File: src/rtl/oam_dma_pkg.sv
// Shared constants and types for the sprite DMA engine and the ppu register map.
package oam_dma_pkg;

    localparam logic [15:0] DMA_REG_ADDR = 16'h4014;
    localparam logic [15:0] OAMDATA_ADDR = 16'h2004;
    localparam int          XFER_LEN     = 256;

    typedef enum logic [2:0] {
        IDLE  = 3'd0,
        HALT  = 3'd1,
        ALIGN = 3'd2,
        READ  = 3'd3,
        WRITE = 3'd4
    } dma_state_t;

    // True when the snooped CPU cycle is a write to the given register.
    function automatic logic is_reg_write(input logic [15:0] addr,
                                          input logic        rw,
                                          input logic [15:0] reg_addr);
        return (addr == reg_addr) && (rw == 1'b0);
    endfunction

endpackage

File: src/rtl/oam_dma.sv
// Sprite DMA engine: halts the CPU on a $4014 write and streams one page
// into OAMDATA as alternating bus reads and register writes.
module oam_dma #(
    parameter logic [15:0] DMA_REG_ADDR = oam_dma_pkg::DMA_REG_ADDR,
    parameter logic [15:0] OAMDATA_ADDR = oam_dma_pkg::OAMDATA_ADDR,
    parameter int          XFER_LEN     = oam_dma_pkg::XFER_LEN
) (
    input  logic        clk,
    input  logic        rst,
    input  logic        cpu_ce,
    input  logic [15:0] cpu_addr_i,
    input  logic        cpu_rw_i,
    input  logic [7:0]  cpu_data_i,
    input  logic [7:0]  bus_data_i,
    output logic        cpu_halt,
    output logic        dma_active,
    output logic [15:0] bus_addr_o,
    output logic        bus_rw_o,
    output logic [7:0]  bus_data_o
);
    import oam_dma_pkg::*;

    localparam logic [7:0] LAST_IDX = 8'(XFER_LEN - 1);

    dma_state_t state_r;
    logic [7:0] page_r;
    logic [7:0] idx_r;
    logic       parity_r;
    logic [7:0] idx_nxt_s;

    assign idx_nxt_s = idx_r + 8'd1;

    // Cycle parity, transfer FSM and all registered bus outputs; everything advances only on cpu_ce.
    always_ff @(posedge clk) begin
        if (rst) begin
            state_r    <= IDLE;
            page_r     <= 8'h00;
            idx_r      <= 8'h00;
            parity_r   <= 1'b0;
            cpu_halt   <= 1'b0;
            dma_active <= 1'b0;
            bus_addr_o <= 16'h0000;
            bus_rw_o   <= 1'b1;
            bus_data_o <= 8'h00;
        end else if (cpu_ce) begin
            parity_r <= ~parity_r;
            case (state_r)
                IDLE: begin
                    if (is_reg_write(cpu_addr_i, cpu_rw_i, DMA_REG_ADDR)) begin
                        page_r   <= cpu_data_i;
                        idx_r    <= 8'h00;
                        cpu_halt <= 1'b1;
                        state_r  <= HALT;
                    end
                end
                // parity_r still holds the parity of the cycle now ending
                HALT: begin
                    if (parity_r) begin
                        dma_active <= 1'b1;
                        bus_rw_o   <= 1'b1;
                        bus_addr_o <= {page_r, idx_r};
                        state_r    <= READ;
                    end else begin
                        state_r    <= ALIGN;
                    end
                end
                ALIGN: begin
                    dma_active <= 1'b1;
                    bus_rw_o   <= 1'b1;
                    bus_addr_o <= {page_r, idx_r};
                    state_r    <= READ;
                end
                READ: begin
                    bus_data_o <= bus_data_i;
                    bus_rw_o   <= 1'b0;
                    bus_addr_o <= OAMDATA_ADDR;
                    state_r    <= WRITE;
                end
                WRITE: begin
                    if (idx_r == LAST_IDX) begin
                        cpu_halt   <= 1'b0;
                        dma_active <= 1'b0;
                        bus_rw_o   <= 1'b1;
                        state_r    <= IDLE;
                    end else begin
                        idx_r      <= idx_nxt_s;
                        bus_rw_o   <= 1'b1;
                        bus_addr_o <= {page_r, idx_nxt_s};
                        state_r    <= READ;
                    end
                end
                default: begin
                    cpu_halt   <= 1'b0;
                    dma_active <= 1'b0;
                    bus_rw_o   <= 1'b1;
                    state_r    <= IDLE;
                end
            endcase
        end
    end

endmodule
File: config.mk
export PLATFORM = sky130hd
export DESIGN_NAME = oam_dma
export DESIGN_NICKNAME = d
export VERILOG_FILES = /design/src/rtl/oam_dma_pkg.sv /design/src/rtl/oam_dma.sv
export SDC_FILE = /design/constraint.sdc
export NUM_CORES = 1
export LEC_CHECK = 0
export BUFFER_PORTS_ARGS = -buffer_cell sky130_fd_sc_hd__buf_2
export CAP_MARGIN = 20
export CORE_MARGIN = 10
export CORE_UTILIZATION = 35
export DETAILED_ROUTE_END_ITERATION = 12
export GPL_TIMING_DRIVEN = 0
export HOLD_SLACK_MARGIN = 0.1
export PLACE_DENSITY = 0.66
export SLEW_MARGIN = 20
export SYNTH_ARGS = -nofsm -noshare
export SYNTH_HDL_FRONTEND = slang
export SYNTH_SLANG_ARGS = --single-unit
export TNS_END_PERCENT = 10
File: constraint.sdc
create_clock -name clk -period 1.9 [get_ports clk]
set_clock_uncertainty 0.1 [all_clocks]
set_input_delay 0.38 -clock clk [delete_from_list [all_inputs] [get_ports clk]]
set_output_delay 0.38 -clock clk [all_outputs]
set_load 0.05 [all_outputs]
==> out/results.txt, run 1 <==
Placed instance area: 2810 um^2
Floorplan core area: 6720 um^2
Tot GR Track Use: 12.2%
Reg clk slew, reported paths: 0.09 ns
Hold Path Stages: 3
First-pass GRT wire length: 10,500 um
Adder and majority gate portion of the synthesized area: 0.521%
Overall die width: 103 um
Number of flops mapped to enable cells by yosys: 0
Die area: 10,600 um^2
Class of the most critical hold timing path: input pin to register
Crit share post-route: 96.0%
Area fraction in compound gates after synthesis: 20.6%
Post-CTS Hold Buffers: 0
Largest stage delay on the critical path: 0.44 ns
Share of synthesized cell area in and, or, nand and nor gates: 27.0%
Cells along the critical path: ha_2, nand3_4, or3_4, a31oi_2, mux2i_1, nor2_1
Tightest Pin Transition: 0.509 ns
TritonCTS clock tree: yes
DR DRC count: 0
Remaining number of nets flagged by the antenna check after routing: 0
Net Count, Synth: 306
FF-to-FF Start: idx_r[0]$_SDFFE_PP0P_
Startpoint of the most critical hold path: bus_data_i[5]
Run status: completed
Number of detailed-route iterations in the first pass: 4
Utilization after layout: 44.7%
Quantity of I/O buffers inserted on ports: 61
Number of design-rule violations left by the first detailed-router iteration: 85
Inst Count DP: 410
Post-synthesis sequential area ratio: 39.1%
CTS Root Cell: sky130_fd_sc_hd__clkbuf_8
Initial antenna violation count: 0
Global routing's busiest layer: met2
Fraction of power consumed by combinational cells: 29.2%
Power Density: 873 nW/um^2
Height of the chip: 103 um
Total number of placement rows: 30
Synth-to-Final Area Change: 24.9%
Register-to-register setup slack: 0.08 ns
Number of setup violations in the final report: 0
Final Instance Count excl. Fillers: 423
Slew Limit Fails: 0
Switching power as a share of total power: 34.8%
Mux share of post-synthesis cell area: 3.75%
Commonest register cell after synthesis: sky130_fd_sc_hd__dfxtp_1
Required time at the worst-slack endpoint: 1.98 ns
Largest vdd supply drop: 0.000536 V
Clock share of power: 29.0%
Dominant combinational cell family by area after synthesis: simple AND/OR/NAND/NOR gates
Count of mapped cells out of synthesis: 269
Ant diodes: 0
Max Buffers Root-to-Sink: 2
Path depth of the worst reg2reg path: 6
Hold Path Sink: bus_data_o[5]$_SDFFE_PP0P_
Final hold slack: 0.200 ns
Critical Path AT: 1.91 ns
Count of filler cells inserted in the layout: 655
H-tree levels: 2
Average routed wire per standard cell: 15.1 um
GRT overflow: 0
Average size of a mapped cell: 8.94 um^2
GR Util met2: 20.3%
Mapped Area: 2400 um^2
Number of vias per cell: 5.23
I/O pin count: 63
Path type of the worst setup path: register to register
Vias in the first global route: 2,173
Global routing met3 resource utilization: 4.96%
Synth top area cells: sky130_fd_sc_hd__dfxtp_1 39%, sky130_fd_sc_hd__a21oi_1 5.4%, sky130_fd_sc_hd__nand2_1 5.0%
Slowest cell on the critical path: sky130_fd_sc_hd__or3_4
Maximum fanout encountered on the critical timing path: 8
Clock sink total: 47
Internal power: 1710 uW
Flip-flop and latch count after synthesis: 47
Total number of vias: 2,211
Distinct cells, synth: 62
Placer Congestion: 0.868
Biggest area consumer among synthesized cells: sky130_fd_sc_hd__dfxtp_1
Detailed Place HPWL: 4790 um
Clock latency on the worst-skew pair: 0.30 ns
Final standard cell area without fillers: 3000 um^2
Max-capacitance violation count: 0
Sequential Power Share: 41.8%
Worst R2R End: dma_active$_SDFFE_PP0P_
Final wirelength: 6410 um
Fraction of registers with async set or reset after synthesis: 0%
Met1 demand-to-capacity share in global routing: 14.4%
Fraction of layout cells with a size suffix above 1: 35.9%
Initial core utilization: 35.8%
Number of buffers added by the clock tree synthesis step: 5
P_leak: 0.00112 uW
Pin count of the biggest net entering global routing: 17
Type of element capturing the critical path: register
Share of the synthesized area in the top cell type: 39.1%
Nets: 379
Unrepaired setup endpoints after global routing: no
Maximum operating frequency: 548 MHz
Xor/xnor share of the synthesized area: 1.09%
Slew Limit Headroom: 66.0%
Number of hold violations in the final report: 0
Switching component of the power: 912 uW
Count of synthesis-stage warnings from yosys: 0
Startpoint Class: register
Time the worst path needs with I/O delays and setup: 1.82 ns
## timing repair
action                     in CTS  in global routing
gates resized for setup         1                  9
buffers inserted                2                  3
setup endpoints to repair      18                 20
cloned                          0                  0
pin swaps                       1                  0
## Yosys cell counts, types with 2 or more instances
| cell type | n |
|---|---|
| sky130_fd_sc_hd__a31oi_1 | 3 |
| sky130_fd_sc_hd__and3_1 | 3 |
| sky130_fd_sc_hd__a311oi_1 | 3 |
| sky130_fd_sc_hd__nor2_2 | 3 |
| sky130_fd_sc_hd__xnor2_1 | 2 |
| sky130_fd_sc_hd__dfxtp_1 | 47 |
| sky130_fd_sc_hd__clkbuf_8 | 2 |
| sky130_fd_sc_hd__nand2b_1 | 2 |
| sky130_fd_sc_hd__buf_6 | 7 |
| sky130_fd_sc_hd__clkbuf_1 | 4 |
| sky130_fd_sc_hd__o21ai_0 | 11 |
| sky130_fd_sc_hd__nand4_1 | 3 |
| sky130_fd_sc_hd__nand2_1 | 32 |
| sky130_fd_sc_hd__buf_4 | 3 |
| sky130_fd_sc_hd__mux2i_1 | 9 |
| sky130_fd_sc_hd__inv_1 | 5 |
| sky130_fd_sc_hd__nor3_1 | 3 |
| sky130_fd_sc_hd__a21oi_1 | 26 |
| sky130_fd_sc_hd__o31ai_4 | 2 |
| sky130_fd_sc_hd__nand3_1 | 16 |
| sky130_fd_sc_hd__or3_1 | 2 |
| sky130_fd_sc_hd__a211oi_1 | 4 |
| sky130_fd_sc_hd__nor2_1 | 32 |
| sky130_fd_sc_hd__nor4_2 | 2 |
| sky130_fd_sc_hd__nor3_2 | 6 |
## layout make-up
class	instances	area (um^2)	area share [%]
clock inverters	3	46.3	1.54
repair buffers	66	343	11.4
clock buffers	5	68.8	2.29
plain buffers	18	164	5.46
inverters	6	25.0	0.834
flip-flops and latches	47	946	31.5
multi-input cells	198	1310	43.6
well taps	80	100	3.33
## registers in the layout (all words and copies together), names as in the netlist
name,count
parity_r,1
bus_rw_o,1
cpu_halt,1
idx_r,8
page_r,8
dma_active,1
bus_data_o,8
bus_addr_o,16
state_r,3
## power groups by stage
stage                     combinational [uW]  clock (uW)  sequential (uW)
after floorplan                          373           0             1310
after global placement                   733           0             1120
after detailed placement                 740           0             1120
after CTS                                743         787             1100
after global routing                     829         822             1110
final                                    766         758             1090
## per-stage QoR
step | setup WS, ns | TNS [ns] | total power [uW]
after global routing | 0.00373 | 0 | 2760
after floorplan | 0.119 | 0 | 1690
after CTS | 0.00898 | 0 | 2630
final | 0.0755 | 0 | 2620
after detailed placement | -0.118 | -1.57 | 1860
after global placement | -0.0809 | -0.864 | 1850
## worst max-delay path by stage
stage | from | to | slack [ns] | depth (start not counted)
after global routing | idx_r[5]$_SDFFE_PP0P_ | bus_addr_o[12]$_SDFFE_PP0P_ | 0.004 | 6
after floorplan | idx_r[0]$_SDFFE_PP0P_ | dma_active$_SDFFE_PP0P_ | 0.12 | 6
after CTS | idx_r[1]$_SDFFE_PP0P_ | dma_active$_SDFFE_PP0P_ | 0.009 | 6
after global placement | idx_r[0]$_SDFFE_PP0P_ | bus_addr_o[12]$_SDFFE_PP0P_ | -0.08 | 7
after detailed placement | idx_r[0]$_SDFFE_PP0P_ | bus_addr_o[12]$_SDFFE_PP0P_ | -0.12 | 7
final | idx_r[0]$_SDFFE_PP0P_ | dma_active$_SDFFE_PP0P_ | 0.08 | 6
## kinds of logic (layout without fill, tap and decap cells)
group | after synthesis | after routing
xor gates and xnor gates | 3 | 3
DFF | 47 | 47
AOI/OAI and AO/OA | 67 | 67
buffers and inverters | 24 | 98
adders and majority gates | 1 | 1
and+or+nand+nor | 118 | 118
muxes | 9 | 9
## metal layers
| metal | routed length (um) | up-vias |
|---|---|---|
| met5 | 0 | - |
| met4 | 45 | 0 |
| met3 | 583 | 5 |
| met2 | 3190 | 65 |
| met1 | 2590 | 1028 |
| li1 | - | 1113 |
## worst max-delay path, delay by kind of cell, from the launching register on
kind / cells / cell delay [ns]
and+or+nand+nor: 3 / 0.61
AOI/OAI and AO/OA: 1 / 0.16
muxes: 1 / 0.20
adders and majority gates: 1 / 0.22
DFF: 1 / 0.40
## placed cells by master, fill, tap and decap left out, types with 4 or more instances in the layout
master                     count
sky130_fd_sc_hd__buf_2        62
sky130_fd_sc_hd__dfxtp_1      45
sky130_fd_sc_hd__nand2_1      32
sky130_fd_sc_hd__nor2_1       31
sky130_fd_sc_hd__a21oi_1      26
sky130_fd_sc_hd__nand3_1      15
sky130_fd_sc_hd__o21ai_0      11
sky130_fd_sc_hd__mux2i_1       9
sky130_fd_sc_hd__buf_4         8
sky130_fd_sc_hd__clkbuf_8      7
sky130_fd_sc_hd__buf_6         7
sky130_fd_sc_hd__nor3_2        6
sky130_fd_sc_hd__inv_1         5
sky130_fd_sc_hd__clkbuf_1      4
Note: power is estimated with default switching activity, not from simulation.
==> run 2, diff against run 1 <==
--- a/config.mk
+++ b/config.mk
@@ -9,10 +9,12 @@
 export CAP_MARGIN = 20
 export CORE_MARGIN = 10
 export CORE_UTILIZATION = 35
+export CTS_CLUSTER_DIAMETER = 80
 export DETAILED_ROUTE_END_ITERATION = 12
 export GPL_TIMING_DRIVEN = 0
 export HOLD_SLACK_MARGIN = 0.1
 export PLACE_DENSITY = 0.66
+export SETUP_SLACK_MARGIN = 0.15
 export SLEW_MARGIN = 20
 export SYNTH_ARGS = -nofsm -noshare
 export SYNTH_HDL_FRONTEND = slang
==> run 2 against run 1 <==
Compared with the run above:
- routed wire length up 5.1%
- non-clock buffer count up 9
- utilization up 2.4 points
- global-route usage up 0.27 points
- sequential cell count unchanged
- fmax up 4.6%
- count of clock-buffer cells in the layout unchanged
- die area unchanged
- cell count up 2.1%
- combinational power up 15%
- critical endpoint is now idx_r[1]$_SDFFE_PP0P_
==> out/results.txt, run 2 (synthesized netlist as in run 1, its figures left out) <==
Startpoint Class: register
Sequential Power Share: 41.7%
Hold Path Stages: 3
Internal power: 1650 uW
Routed length on met2: 3390 um
Highest metal used: met4
Final Instance Count excl. Fillers: 432
Average routed wire per standard cell: 15.6 um
Total number of vias: 2,254
Total number of placement rows: 30
Floorplan core area: 6720 um^2
Total area of multi-input combinational cells: 1380 um^2
Final standard cell area without fillers: 3160 um^2
Path depth of the worst reg2reg path: 7
Final hold slack: 0.188 ns
DR DRC count: 0
Power Density: 830 nW/um^2
Reg clk slew, reported paths: 0.10 ns
Largest stage delay on the critical path: 0.33 ns
Critical path depth in cells: 7
Count of filler cells inserted in the layout: 655
Commonest non-fill, non-tap cell in the layout: sky130_fd_sc_hd__buf_2
I/O pin count: 63
Number of detailed-route iterations in the first pass: 4
Synth-to-Final Area Change: 31.5%
Detailed Place HPWL: 4810 um
Commonest cells after routing, fill and taps aside: 61 x sky130_fd_sc_hd__buf_2, 40 x sky130_fd_sc_hd__dfxtp_1, 31 x sky130_fd_sc_hd__nand2_1
Max Buffers Root-to-Sink: 2
Top reg by flops: bus_addr_o
Overall die width: 103 um
Unrepaired setup endpoints after global routing: yes
Number of setup violations in the final report: 0
Slew Limit Headroom: 64.0%
Maximum operating frequency: 574 MHz
Number of hold violations in the final report: 0
Largest vdd supply drop: 0.000440 V
Remaining number of nets flagged by the antenna check after routing: 0
Required time at the worst-slack endpoint: 1.99 ns
Storage element area: 957 um^2
Pin count of the biggest net entering global routing: 17
Die area: 10,600 um^2
Post-CTS Hold Buffers: 0
Height of the chip: 103 um
Max FFs per register: 16
Critical Path AT: 1.83 ns
Category of cells accounting for the largest share of critical-path delay: compound AO/OA/AOI/OAI gates
GRT overflow: 0
Initial antenna violation count: 0
Path type of the worst setup path: register to register
Clock sink total: 47
Maximum fanout encountered on the critical timing path: 10
Nets: 388
Vias in the first global route: 2,249
Ant diodes: 0
Switching component of the power: 970 uW
Number of vias per cell: 5.22
Fraction of power consumed by combinational cells: 33.5%
Critical path buffers and inverters: 2
Clock share of power: 24.8%
Initial core utilization: 35.8%
Slowest cell on the critical path: sky130_fd_sc_hd__dfxtp_1
Tightest Pin Transition: 0.536 ns
Max-capacitance violation count: 0
TritonCTS clock tree: yes
Met3 layer wire length in the routed design: 486 um
Inst Count DP: 410
Cells along the critical path: buf_4, nor3b_4, buf_6, nand2_2, o31a_1, o21ai_0, a21oi_1
Placed instance area: 2810 um^2
Post-route met1 wirelength: 2760 um
Placer Congestion: 0.876
Clock latency on the worst-skew pair: 0.32 ns
Run status: completed
Class of the most critical hold timing path: input pin to register
Type of element capturing the critical path: register
Tot GR Track Use: 12.5%
CTS Root Cell: sky130_fd_sc_hd__clkbuf_8
First-pass GRT wire length: 10,500 um
Number of design-rule violations left by the first detailed-router iteration: 110
P_leak: 0.00118 uW
Crit share post-route: 91.8%
Final wirelength: 6730 um
Slew Limit Fails: 0
Switching power as a share of total power: 36.9%
Fraction of layout cells with a size suffix above 1: 41.2%
Number of buffers added by the clock tree synthesis step: 5
Quantity of I/O buffers inserted on ports: 61
Time the worst path needs with I/O delays and setup: 1.74 ns
H-tree levels: 2
[run 2: worst register-to-register path: cells and delay by family, from the launching register on]
kind / cells / cell delay, ns
flip-flops: 1 / 0.33
AND/OR/NAND/NOR: 2 / 0.38
buffers and inverters: 2 / 0.37
AO/OA/AOI/OAI: 3 / 0.44
[run 2: what timing repair did]
action	4_1_cts	5_1_grt
buffers inserted	2	10
resized for setup	9	30
cloned	0	2
endpoints found under the hold margin	0	0
pin swaps	3	4
endpoints found under the setup margin	29	33
[run 2: cell type report]
cell class | count | share of cell area, %
multi-input cells | 198 | 43.6
flip-flops and latches | 47 | 30.3
repair buffers | 75 | 13.9
plain buffers | 18 | 5.42
well taps | 80 | 3.17
clock buffers | 5 | 2.18
inverters | 6 | 0.791
clock inverters | 3 | 0.712
[run 2: path summary, 6_finish.rpt]
kind	from	end	slack, ns
worst max-delay path	state_r[0]$_SDFFE_PP0P_	idx_r[1]$_SDFFE_PP0P_	0.16
worst min-delay path	bus_data_i[7]	bus_data_o[7]$_SDFFE_PP0P_	0.19
worst max register to register	state_r[0]$_SDFFE_PP0P_	idx_r[1]$_SDFFE_PP0P_	0.16
worst min register to register	bus_addr_o[8]$_SDFFE_PP0P_	bus_addr_o[8]$_SDFFE_PP0P_	0.35
[run 2: power groups by stage]
stage	Combinational (uW)	Sequential, uW	Clock, uW
2_1_floorplan	373	1310	0
3_3_place_gp	733	1120	0
3_5_place_dp	744	1120	0
4_1_cts	770	1100	666
5_1_grt	955	1100	697
6_report	880	1090	650
[run 2: per-layer routing]
metal,vias up,track usage (%)
li1,1127,-
met1,1061,14.2
met2,56,21.2
met3,10,4.49
met4,0,4.17
met5,-,0
[run 2: per-stage QoR]
stage               util (%)  total power [uW]  TNS (ns)  setup slack [ns]
floorplan                  -              1690         0             0.178
global placement        41.9              1850    -0.316           -0.0431
detailed placement      41.9              1860    -0.538           -0.0752
CTS                     44.1              2530         0             0.127
global route            47.1              2760         0            0.0826
finish                  47.1              2620         0             0.156
==> run 3, diff against run 2 <==
--- a/config.mk
+++ b/config.mk
@@ -13,7 +13,7 @@
 export DETAILED_ROUTE_END_ITERATION = 12
 export GPL_TIMING_DRIVEN = 0
 export HOLD_SLACK_MARGIN = 0.1
-export PLACE_DENSITY = 0.66
+export PLACE_DENSITY = 0.69
 export SETUP_SLACK_MARGIN = 0.15
 export SLEW_MARGIN = 20
 export SYNTH_ARGS = -nofsm -noshare
==> run 3 against run 2 <==
Compared with the run above:
- total power shrank 1.6%
- utilization decreased by 0.45 points
- sequential share of layout area grew 0.25 points
- die area is the same
==> out/results.txt, run 3 (synthesized netlist as in run 1, its figures left out) <==
First-pass GRT wire length: 10,500 um
Die area: 10,600 um^2
Slew Limit Fails: 0
Placer Congestion: 0.881
Power Density: 825 nW/um^2
Run status: completed
Nets: 391
Initial core utilization: 35.8%
Largest vdd supply drop: 0.000437 V
Crit share post-route: 94.8%
Fraction of layout cells with a size suffix above 1: 40.6%
Number of detailed-route iterations in the first pass: 4
Ant diodes: 0
GRT overflow: 0
Vias in the first global route: 2,241
Required time at the worst-slack endpoint: 2.04 ns
Commonest cells after routing, fill and taps aside: 63 x sky130_fd_sc_hd__buf_2, 41 x sky130_fd_sc_hd__dfxtp_1, 31 x sky130_fd_sc_hd__nor2_1
Number of hold violations in the final report: 0
Clock latency on the worst-skew pair: 0.30 ns
DR DRC count: 0
I/O pin count: 63
Unrepaired setup endpoints after global routing: yes
Total number of vias: 2,320
Floorplan core area: 6720 um^2
Initial antenna violation count: 0
Synth-to-Final Area Change: 30.3%
Quantity of I/O buffers inserted on ports: 61
Reg clk slew, reported paths: 0.10 ns
TritonCTS clock tree: yes
Utilization after layout: 46.6%
Overall die width: 103 um
Max FFs per register: 16
Number of setup violations in the final report: 0
Time the worst path needs with I/O delays and setup: 1.80 ns
Class of the most critical hold timing path: input pin to register
Path type of the worst setup path: register to register
Commonest non-fill, non-tap cell in the layout: sky130_fd_sc_hd__buf_2
Number of vias per cell: 5.33
Total number of placement rows: 30
Max Buffers Root-to-Sink: 2
Clock sink total: 47
Top reg by flops: bus_addr_o
Maximum operating frequency: 555 MHz
Count of filler cells inserted in the layout: 634
Max-capacitance violation count: 0
Placed instance area: 2810 um^2
CTS Root Cell: sky130_fd_sc_hd__clkbuf_8
Pin count of the biggest net entering global routing: 18
Final wirelength: 6700 um
P_leak: 0.00119 uW
Number of buffers added by the clock tree synthesis step: 5
Height of the chip: 103 um
Average routed wire per standard cell: 15.4 um
Number of design-rule violations left by the first detailed-router iteration: 140
Tot GR Track Use: 12.1%
Remaining number of nets flagged by the antenna check after routing: 0
Critical Path AT: 1.94 ns
Detailed Place HPWL: 4760 um
Startpoint Class: register
Tightest Pin Transition: 0.555 ns
Final standard cell area without fillers: 3130 um^2
Post-CTS Hold Buffers: 0
H-tree levels: 2
Slew Limit Headroom: 63.0%
Maximum fanout encountered on the critical timing path: 10
Final hold slack: 0.202 ns
Type of element capturing the critical path: register
==> run 3: changes by cell type in the layout (fill, tap and decap cells not counted), moves of 2 or more <==
cell                       change
sky130_fd_sc_hd__a211oi_4      -2
sky130_fd_sc_hd__buf_4         +3
sky130_fd_sc_hd__buf_12        -2
sky130_fd_sc_hd__buf_2         +2
sky130_fd_sc_hd__o21ai_0       +2
==> run 3: power breakdown <==
part	internal, uW	switching [uW]
sequential	1050	38.2
clock	273	381
combinational	305	531
total	1630	950
==> run 3: metrics by stage <==
| stage | total power, uW | worst slack, ns | std cells | setup TNS (ns) |
|---|---|---|---|---|
| after floorplan | 1690 | 0.178 | 269 | 0 |
| after global placement | 1850 | -0.0311 | 410 | -0.207 |
| after detailed placement | 1860 | -0.0799 | 410 | -0.711 |
| after CTS | 2510 | 0.144 | 423 | 0 |
| after global routing | 2700 | 0.0302 | 435 | 0 |
| final | 2580 | 0.0996 | 435 | 0 |
==> run 3: repair_timing <==
item,in CTS,in global routing
gates resized for setup,9,16
pin swaps,2,7
gates cloned,0,3
endpoints found under the setup margin,22,40
buffers inserted,5,9
==> run 3: cell type report <==
class                   instances  area, um^2  area share (%)
well taps                      80         100            3.20
multi-input cells             198        1340            42.7
clock inverters                 3        27.5           0.879
plain buffers                  18         171            5.47
repair buffers                 78         445            14.2
flip-flops and latches         47         956            30.5
inverters                       6        25.0           0.799
clock buffers                   5        68.8            2.20
==> run 3: worst paths after layout <==
path                                               endpoint  slack [ns]  cells past startpoint                         from
worst min-delay path             bus_data_o[4]$_SDFFE_PP0P_        0.20                      3                bus_data_i[4]
worst max-delay path             bus_addr_o[5]$_SDFFE_PP0P_         0.1                      7      state_r[1]$_SDFFE_PP0P_
worst min register to register  bus_addr_o[10]$_SDFFE_PP0P_        0.35                      2  bus_addr_o[10]$_SDFFE_PP0P_
worst max register to register   bus_addr_o[5]$_SDFFE_PP0P_         0.1                      7      state_r[1]$_SDFFE_PP0P_
==> run 3: worst max-delay path, stage by stage (launching register included) <==
cell	delay, ns
sky130_fd_sc_hd__dfxtp_4	0.36
sky130_fd_sc_hd__buf_4	0.13
sky130_fd_sc_hd__buf_6	0.13
sky130_fd_sc_hd__and3b_2	0.23
sky130_fd_sc_hd__nor2_2	0.29
sky130_fd_sc_hd__a21oi_1	0.08
sky130_fd_sc_hd__o221a_2	0.28
sky130_fd_sc_hd__nor3_2	0.13
==> run 3: layer usage <==
metal | part of all wire, % | up-vias | GRT usage [%]
met5 | 0 | - | 0
met4 | 1.4 | 0 | 3.21
met3 | 8.7 | 10 | 5.03
met2 | 51 | 78 | 21.1
met1 | 39 | 1095 | 13.4
li1 | - | 1137 | -
